==> src/rtl/ram_cmd_arbiter.sv <==
`default_nettype none
// ============================================================================
// Module   : ram_cmd_arbiter
// Purpose  : Two-requester round-robin arbiter that serialises word transactions
//            into the RAM's 2-bit-opcode command stream and returns read data.
// Option   : ARB_ADDR_CACHE_EN - skip address commands that repeat the last one
// Revision : 1.0 - initial release
// ============================================================================
module ram_cmd_arbiter #(
    parameter int ADDR_SIZE = 8,
    parameter int NUM_REQ   = 2
) (
    input  logic                         clk,
    input  logic                         rst_n,
    input  logic [NUM_REQ-1:0]           req_valid,
    output logic [NUM_REQ-1:0]           req_ready,
    input  logic [NUM_REQ-1:0]           req_wr,
    input  logic [NUM_REQ*ADDR_SIZE-1:0] req_addr,
    input  logic [NUM_REQ*ADDR_SIZE-1:0] req_wdata,
    output logic [NUM_REQ-1:0]           rsp_valid,
    output logic [ADDR_SIZE-1:0]         rsp_rdata,
    output logic [ADDR_SIZE+1:0]         ram_din,
    output logic                         ram_rx_valid,
    input  logic [ADDR_SIZE-1:0]         ram_dout,
    input  logic                         ram_tx_valid,
    output logic                         protocol_err
);

    typedef enum logic [2:0] {
        IDLE  = 3'd0,
        WADDR = 3'd1,
        WDATA = 3'd2,
        RADDR = 3'd3,
        RCMD  = 3'd4,
        RWAIT = 3'd5
    } state_t;

    state_t                state;
    state_t                state_nxt;
    logic                  ptr;
    logic                  owner;
    logic [ADDR_SIZE-1:0]  cur_addr;
    logic [ADDR_SIZE-1:0]  cur_wdata;
    logic [NUM_REQ-1:0]    grant;
    logic                  sel;
    logic                  sel_wr;
    logic [ADDR_SIZE-1:0]  sel_addr;
    logic [ADDR_SIZE-1:0]  sel_wdata;
    logic                  accept;
    logic                  wr_hit;
    logic                  rd_hit;

    // A lone requester always wins; on contention the pointer side wins.
    always_comb begin
        grant = req_valid;
        if (req_valid == 2'b11) begin
            grant = ptr ? 2'b10 : 2'b01;
        end
        sel       = grant[1];
        sel_wr    = sel ? req_wr[1] : req_wr[0];
        sel_addr  = sel ? req_addr[2*ADDR_SIZE-1:ADDR_SIZE]  : req_addr[ADDR_SIZE-1:0];
        sel_wdata = sel ? req_wdata[2*ADDR_SIZE-1:ADDR_SIZE] : req_wdata[ADDR_SIZE-1:0];
        req_ready = (rst_n && (state == IDLE)) ? grant : '0;
        accept    = |req_ready;
    end

`ifdef ARB_ADDR_CACHE_EN
    logic [ADDR_SIZE-1:0] last_wr_addr;
    logic [ADDR_SIZE-1:0] last_rd_addr;
    logic                 last_wr_vld;
    logic                 last_rd_vld;

    // Mirrors the RAM's address registers, which share the same reset.
    always_ff @(posedge clk or negedge rst_n) begin
        if (!rst_n) begin
            last_wr_addr <= '0;
            last_rd_addr <= '0;
            last_wr_vld  <= 1'b0;
            last_rd_vld  <= 1'b0;
        end else begin
            if (state == WADDR) begin
                last_wr_addr <= cur_addr;
                last_wr_vld  <= 1'b1;
            end
            if (state == RADDR) begin
                last_rd_addr <= cur_addr;
                last_rd_vld  <= 1'b1;
            end
        end
    end

    assign wr_hit = last_wr_vld && (last_wr_addr == sel_addr);
    assign rd_hit = last_rd_vld && (last_rd_addr == sel_addr);
`else
    assign wr_hit = 1'b0;
    assign rd_hit = 1'b0;
`endif

    always_ff @(posedge clk or negedge rst_n) begin
        if (!rst_n) begin
            state <= IDLE;
        end else begin
            state <= state_nxt;
        end
    end

    always_comb begin
        state_nxt    = state;
        ram_rx_valid = 1'b0;
        ram_din      = '0;
        case (state)
            IDLE: begin
                if (accept) begin
                    if (sel_wr) begin
                        state_nxt = wr_hit ? WDATA : WADDR;
                    end else begin
                        state_nxt = rd_hit ? RCMD : RADDR;
                    end
                end
            end
            WADDR: begin
                ram_rx_valid = 1'b1;
                ram_din      = {2'b00, cur_addr};
                state_nxt    = WDATA;
            end
            WDATA: begin
                ram_rx_valid = 1'b1;
                ram_din      = {2'b01, cur_wdata};
                state_nxt    = IDLE;
            end
            RADDR: begin
                ram_rx_valid = 1'b1;
                ram_din      = {2'b10, cur_addr};
                state_nxt    = RCMD;
            end
            RCMD: begin
                ram_rx_valid = 1'b1;
                ram_din      = {2'b11, {ADDR_SIZE{1'b0}}};
                state_nxt    = RWAIT;
            end
            RWAIT: begin
                state_nxt = IDLE;
            end
            default: begin
                state_nxt = IDLE;
            end
        endcase
    end

    always_ff @(posedge clk or negedge rst_n) begin
        if (!rst_n) begin
            ptr          <= 1'b0;
            owner        <= 1'b0;
            cur_addr     <= '0;
            cur_wdata    <= '0;
            rsp_valid    <= '0;
            rsp_rdata    <= '0;
            protocol_err <= 1'b0;
        end else begin
            rsp_valid <= '0;
            if (accept) begin
                ptr       <= ~sel;
                owner     <= sel;
                cur_addr  <= sel_addr;
                cur_wdata <= sel_wdata;
            end
            // Missing RAM valid is flagged, but the response still goes out.
            if (state == RWAIT) begin
                rsp_rdata        <= ram_dout;
                rsp_valid[owner] <= 1'b1;
                if (!ram_tx_valid) begin
                    protocol_err <= 1'b1;
                end
            end
        end
    end

endmodule
`default_nettype wire

==> config.mk <==
export PLATFORM = sky130hd
export DESIGN_NAME = ram_cmd_arbiter
export DESIGN_NICKNAME = d
export VERILOG_FILES = /design/src/rtl/ram_cmd_arbiter.sv
export SDC_FILE = /design/constraint.sdc
export NUM_CORES = 1
export LEC_CHECK = 0
export CAP_MARGIN = 5
export CORE_ASPECT_RATIO = 0.9
export CORE_MARGIN = 2
export CORE_UTILIZATION = 37
export DETAILED_ROUTE_END_ITERATION = 8
export PLACE_DENSITY_LB_ADDON = 0.25
export SYNTH_ARGS = -nofsm -noshare
export SYNTH_HDL_FRONTEND = slang
export SYNTH_SLANG_ARGS = --single-unit
==> constraint.sdc <==
create_clock -name clk -period 1.5 [get_ports clk]
set_input_delay 0.3 -clock clk [delete_from_list [all_inputs] [get_ports clk]]
set_output_delay 0.3 -clock clk [all_outputs]
set_load 0.03 [all_outputs]
==> impl_metrics.csv, run 1 <==
group,metric,value,unit
yosys,syn_inst,132,
layout,antenna_cells,0,
global_route,busiest_layer,"met2",
global_route,met1_usage,0.260,
setup_path,required,1.20,ns
status,violations,"setup timing",
timing,timing.final.ws_setup,-0.203,ns
yosys,synth_nets,179,
setup_path,r2r-start,"state[0]",
setup_path,crit_fanout,5,
place,postPlaceCellArea,2350,um2
yosys,synth-xor-area-share,0.00569,
detailed_routing,wire_per_inst,16.8,um
timing,slew_headroom,0.542,
detailed_routing,first_pass_iters,4,
power,pwr_density_cell,1930,nW/um2
clock_network,clk_latency,0.28,ns
place,placed_cells,254,
timing,worst_slew_pin_slew,0.687,ns
yosys,syn_area,1540,um2
clock_network,cts_sinks,32,
yosys,yosys_warnings,0,
timing,timing.fmax,587,MHz
yosys,post_synth.cell_area_avg,11.7,um2
timing,finalCritPeriodShare,1.14,
clock_network,path_clk_slew,0.06,ns
timing,setup_viol_count_final,13,
die,dieWidth,72.0,um
die,coreArea,4050,um2
global_route,met2_usage,0.322,
layout,syn2layout_area_growth,68.6,%
place,numPortBuffers,70,
detailed_routing,wirelength,4.46,mm
power,p_leak,1.08,nW
detailed_routing,via_per_inst,5.37,
yosys,synth_compound_area_frac,0.272,
place,place_congestion,0.818,
global_route,grt_pass1_wl,7.18,mm
timing,finalHoldViolCount,0,
status,status,"finished, violations left",
yosys,synth_mux_area_frac,0.0715,
detailed_routing,drc,0,
layout,finalInstanceArea,2590,um2
layout,drive_gt1_frac,0.350,
die,die-area,4690,um2
detailed_routing,dr.first_iter.drc_count,95,
place,dp_hpwl,3.20,mm
place,dp_worst_setup_slack,-0.305,ns
yosys,yosysUniqueCellTypes,27,
setup_path,worstPathArrival,1.40,ns
yosys,synth_simple_gate_area_frac,0.0862,
die,initial_core_util,0.380,
power,ir_drop,907,uV
global_route,grtUsageTotal,0.201,
layout,nets,264,
clock_network,cts-buffers-inserted,5,
setup_path,path_class,"flip-flop to output pin",
global_route,grt_max_degree,36,
global_route,grt_overflow,0,
yosys,synth_adder_area_share,0,
layout,stdcell_count,265,
clock_network,cts_tree,"built",
setup_path,worstSetupStartpoint,"state[0]",
timing,rsz0062_at_grt,"true",
setup_path,crit_path_end_kind,"output pin",
clock_network,cts-root-buf,"clkbuf_8",
layout,fin_util,0.641,
hold_path,hold_path_class,"input port to async pin",
flow_run,maxCapViolCount,0,
die,rows,22,
clock_network,cts.path.max_buffers,2,
timing,slew_viol_final,0,
setup_path,start_kind,"flip-flop",
yosys,synth_seq_cells,32,
clock_network,hold_buffers,0,
detailed_routing,postRouteAntennaNets,0,
yosys,seq_area_frac_synth,0.520,
timing,fin_crit,1.70,ns
detailed_routing,via_count,1422,
die,die_h,65.2,um
global_route,grt_pass1_vias,1502,
timing,finClkSkew,0.00335,ns
die,pin_count,71,
yosys,synth_top_family_by_area,"compound AO/OA/AOI/OAI gates",
global_route,antenna_found_initial,0,
global_route,grtUsageMet3,0.0353,
clock_network,h-tree-depth,2,
[layout by cell type, fill, tap and decap left out, types with 2 or more instances in the layout]
cell type	instances
buf_6	14
o21a_1	2
nand3b_1	2
nor2_2	7
nor2_1	5
clkdlybuf4s50_1	46
dlygate4sd2_1	11
mux2_2	8
o2bb2ai_1	16
dfrtp_1	29
clkbuf_8	5
a21oi_1	2
buf_4	17
inv_1	3
nand2b_4	2
dfrtp_2	3
a32oi_1	17
nand2_1	2
a22oi_2	8
[worst max-delay path: stages, from the launching register on]
cell and delay, ns:
dfrtp_2 0.47, nor4b_4 0.31, and3_4 0.22, buf_6 0.12
[worst paths after layout]
kind | to | slack (ns) | depth (start not counted)
hold reg to reg | rsp_valid[0] | 0.47 | 1
hold / removal | rsp_rdata[3] | 0.44 | 2
setup / recovery | req_ready[1] | -0.20 | 3
max in group asynchronous | state[1] | 0.79 | 2
min in group clk | rsp_valid[0] | 0.47 | 1
setup reg to reg | cur_wdata[7] | 0.04 | 4
[repair_timing]
| item | 4_1_cts | 5_1_grt |
|---|---|---|
| endpoints found under the setup margin | 26 | 32 |
| buffers inserted | 3 | 1 |
| pin swaps | 4 | 9 |
| hold endpoints to repair | 0 | 0 |
| resized for setup | 33 | 12 |
[where the power goes]
part | internal [W] | total (W) | switching [W] | leakage [nW]
clock | 0.000315 | 0.000610 | 0.000296 | 0.0410
sequential | 0.00126 | 0.00159 | 0.000328 | 0.390
combinational | 0.00133 | 0.00282 | 0.00148 | 0.644
[synth_stat cells]
cell type	number	area share
nor2_1	13	0.032
a21oi_1	3	0.0098
xnor2_1	1	0.0057
nand3b_1	2	0.0098
a31oi_1	1	0.0041
clkbuf_1	5	0.012
buf_6	1	0.0073
nand2b_1	3	0.012
a21boi_2	1	0.0073
o21ai_0	1	0.0032
nor2b_1	1	0.0041
o21ai_2	1	0.0057
a22oi_1	8	0.039
buf_4	1	0.0049
mux2i_1	2	0.013
mux2_2	8	0.059
o2bb2ai_1	16	0.091
inv_1	3	0.0073
buf_2	4	0.013
and2_1	1	0.0041
a32oi_1	17	0.097
o21a_1	2	0.0098
nor4b_4	1	0.015
nand2_1	2	0.0049
and3_1	1	0.0041
o21bai_1	1	0.0049
dfrtp_1	32	0.52
[per-stage QoR]
step,power [W],TNS [ns],hold slack [ns]
floorplan,0.00305,-0.346,0.00441
global placement,0.00398,-5.35,0.457
detailed placement,0.00407,-6.25,0.461
CTS,0.00484,-2.13,0.449
global route,0.00531,-3.63,0.472
finish,0.00501,-1.91,0.441
[area by class of cell]
| class | instances | area (um2) |
|---|---|---|
| tap | 48 | 60.1 |
| inverter | 3 | 11.3 |
| clock buffer | 6 | 72.6 |
| timing repair buffer | 89 | 862 |
| multi-input combinational | 86 | 779 |
| fill | 325 | 1450 |
| clock inverter | 1 | 5.00 |
| sequential | 32 | 805 |
[flip-flops by register name (all words and copies together) (netlist names)]
name,flops
cur_addr,8
cur_wdata,8
owner,1
protocol_err,1
ptr,1
rsp_rdata,8
rsp_valid,2
state,3
[logic make-up (layout without fill, tap and decap cells)]
| kind of cell | count (synthesis) | after routing |
|---|---|---|
| AOI/OAI and AO/OA | 51 | 51 |
| DFF | 32 | 32 |
| muxes | 10 | 10 |
| xor gates and xnor gates | 1 | 1 |
| buffers and inverters | 14 | 99 |
| and+or+nand+nor | 24 | 24 |
[layer usage]
layer	vias to the layer above	wire length, um
li1	680	-
met1	693	1960
met2	36	2240
met3	13	144
met4	0	119
met5	-	0
No activity file was read; power rests on OpenSTA's default activity.
==> run 2, diff against run 1 <==
--- a/config.mk
+++ b/config.mk
@@ -6,7 +6,6 @@
 export NUM_CORES = 1
 export LEC_CHECK = 0
 export CAP_MARGIN = 5
-export CORE_ASPECT_RATIO = 0.9
 export CORE_MARGIN = 2
 export CORE_UTILIZATION = 37
 export DETAILED_ROUTE_END_ITERATION = 8
==> run 2 against run 1 <==
Compared with the run above: the flow still finishes with violations (setup timing); first-iteration DRC count is 9.5% lower; maximum frequency decreased by 0.32%; design area decreased by 0.19%; non-clock buffer count shrank 2; critical endpoint unchanged.
==> impl_metrics.csv, run 2 (same netlist as run 1, synthesis figures left out) <==
group,metric,value,unit
status,status,"finished, violations left",
status,violations,"setup timing",
setup_path,crit_chain,"nor4b_4 -> and3_4 -> buf_12",
setup_path,crit_fanout,3,
global_route,grt_overflow,0,
die,die_h,68.5,um
die,dieWidth,68.5,um
setup_path,path_class,"flip-flop to output pin",
die,pin_count,71,
clock_network,cts_sinks,32,
timing,finalCritPeriodShare,1.14,
setup_path,worstPathArrival,1.41,ns
global_route,antenna_found_initial,0,
detailed_routing,postRouteAntennaNets,0,
power,pwr_density_cell,1940,nW/um2
detailed_routing,wirelength,4.45,mm
hold_path,hold_path_class,"input port to async pin",
setup_path,timing.rr.end,"cur_wdata[6]",
clock_network,cts_tree,"built",
setup_path,r2r_setup_slack,-0.07,ns
layout,nets,262,
flow_run,maxCapViolCount,0,
timing,timing.final.ws_setup,-0.208,ns
timing,fin_tns_setup,-3.08,ns
global_route,grt_pass1_wl,7.04,mm
die,rows,23,
layout,drive_gt1_frac,0.333,
timing,fin_worst_hold_slack,0.229,ns
detailed_routing,wire_per_inst,16.7,um
detailed_routing,via_per_inst,5.29,
place,numPortBuffers,70,
global_route,grtUsageTotal,0.205,
layout,final_common_cell,"clkdlybuf4s50_1",
layout,ff_latch_area,802,um2
setup_path,cpLargestDelayFamily,"simple AND/OR/NAND/NOR gates",
clock_network,cts-root-buf,"clkbuf_8",
layout,antenna_cells,0,
timing,slew_headroom,0.547,
die,die-area,4690,um2
die,initial_core_util,0.385,
layout,syn2layout_area_growth,68.3,%
layout,n_fill_cell,328,
power,ir_drop,1160,uV
place,place_congestion,0.794,
timing,slew_viol_final,0,
global_route,grt_max_degree,36,
detailed_routing,dr.first_iter.drc_count,86,
clock_network,hold_buffers,0,
setup_path,required,1.20,ns
place,dp_hpwl,3.24,mm
timing,finClkSkew,0.00610,ns
detailed_routing,first_pass_iters,4,
timing,timing.fmax,585,MHz
setup_path,cp.buffers_inverters,1,
power,p_leak,1.08,nW
timing,rsz0062_at_grt,"true",
timing,worst_slew_pin_slew,0.680,ns
global_route,grt_pass1_vias,1551,
clock_network,clk_latency,0.28,ns
detailed_routing,via_count,1407,
setup_path,worstRegToRegCells,5,
detailed_routing,drc,0,
setup_path,max_stage_delay,0.42,ns
setup_path,crit_slowest_cell,"dfrtp_1",
clock_network,cts-buffers-inserted,5,
timing,fin_crit,1.71,ns
clock_network,h-tree-depth,2,
setup_path,start_kind,"flip-flop",
layout,fin_util,0.647,
layout,final_cell_mix,"clkdlybuf4s50_1 (45), dfrtp_1 (31), a32oi_1 (17), o2bb2ai_1 (16), buf_4 (16)",
clock_network,cts.path.max_buffers,2,
setup_path,r2r-start,"state[2]",
setup_path,crit_path_end_kind,"output pin",
clock_network,path_clk_slew,0.07,ns
layout,reg_top3,"cur_addr: 8 flops, cur_wdata: 8 flops, rsp_rdata: 8 flops",
die,coreArea,4000,um2
timing,finalHoldViolCount,0,
layout,multi_input_area,771,um2
timing,setup_viol_count_final,29,
run 2: report_power, final:
| part | total (W) | switching, W | internal (W) |
|---|---|---|---|
| Sequential | 0.00154 | 0.000290 | 0.00125 |
| Combinational | 0.00283 | 0.00150 | 0.00133 |
| Clock | 0.000658 | 0.000293 | 0.000365 |
| Total | 0.00503 | 0.00209 | 0.00295 |
run 2: worst max path at each step:
stage / startpoint / end / slack [ns] / depth (start not counted)
finish: state[2] / req_ready[1] / -0.21 / 3
global route: state[1] / ram_din[3] / -0.24 / 5
CTS: state[2] / req_ready[1] / -0.22 / 3
detailed placement: rst_n / cur_wdata[6] / -0.30 / 5
global placement: rst_n / cur_addr[6] / -0.25 / 5
floorplan: state[1] / ram_din[6] / -0.11 / 4
run 2: layout make-up:
| class | count | area share |
|---|---|---|
| repair buffers | 87 | 0.329 |
| flip-flops and latches | 32 | 0.310 |
| inverters | 3 | 0.00435 |
| clock inverters | 2 | 0.00386 |
| well taps | 50 | 0.0242 |
| clock buffers | 6 | 0.0319 |
| multi-input cells | 86 | 0.298 |
run 2: timing repair:
action,4_1_cts,5_1_grt
setup buffers,2,1
setup endpoints to repair,39,29
pin swaps,4,5
resized for setup,33,7
run 2: per-stage QoR:
step           total power (W)  cell area [um2]  cells  setup WS, ns
2_1_floorplan          0.00305             1570    132        -0.108
3_3_place_gp           0.00400             2360    255        -0.254
3_5_place_dp           0.00412             2360    255        -0.303
4_1_cts                0.00495             2540    265        -0.220
5_1_grt                0.00533             2590    266        -0.243
6_report               0.00503             2590    266        -0.208
run 2: metal layers:
metal,track usage,share of wire,vias up
li1,-,-,679
met2,0.359,0.51,58
met1,0.240,0.41,663
met5,0,0,-
met3,0.0584,0.076,7
met4,0.0700,0.012,0
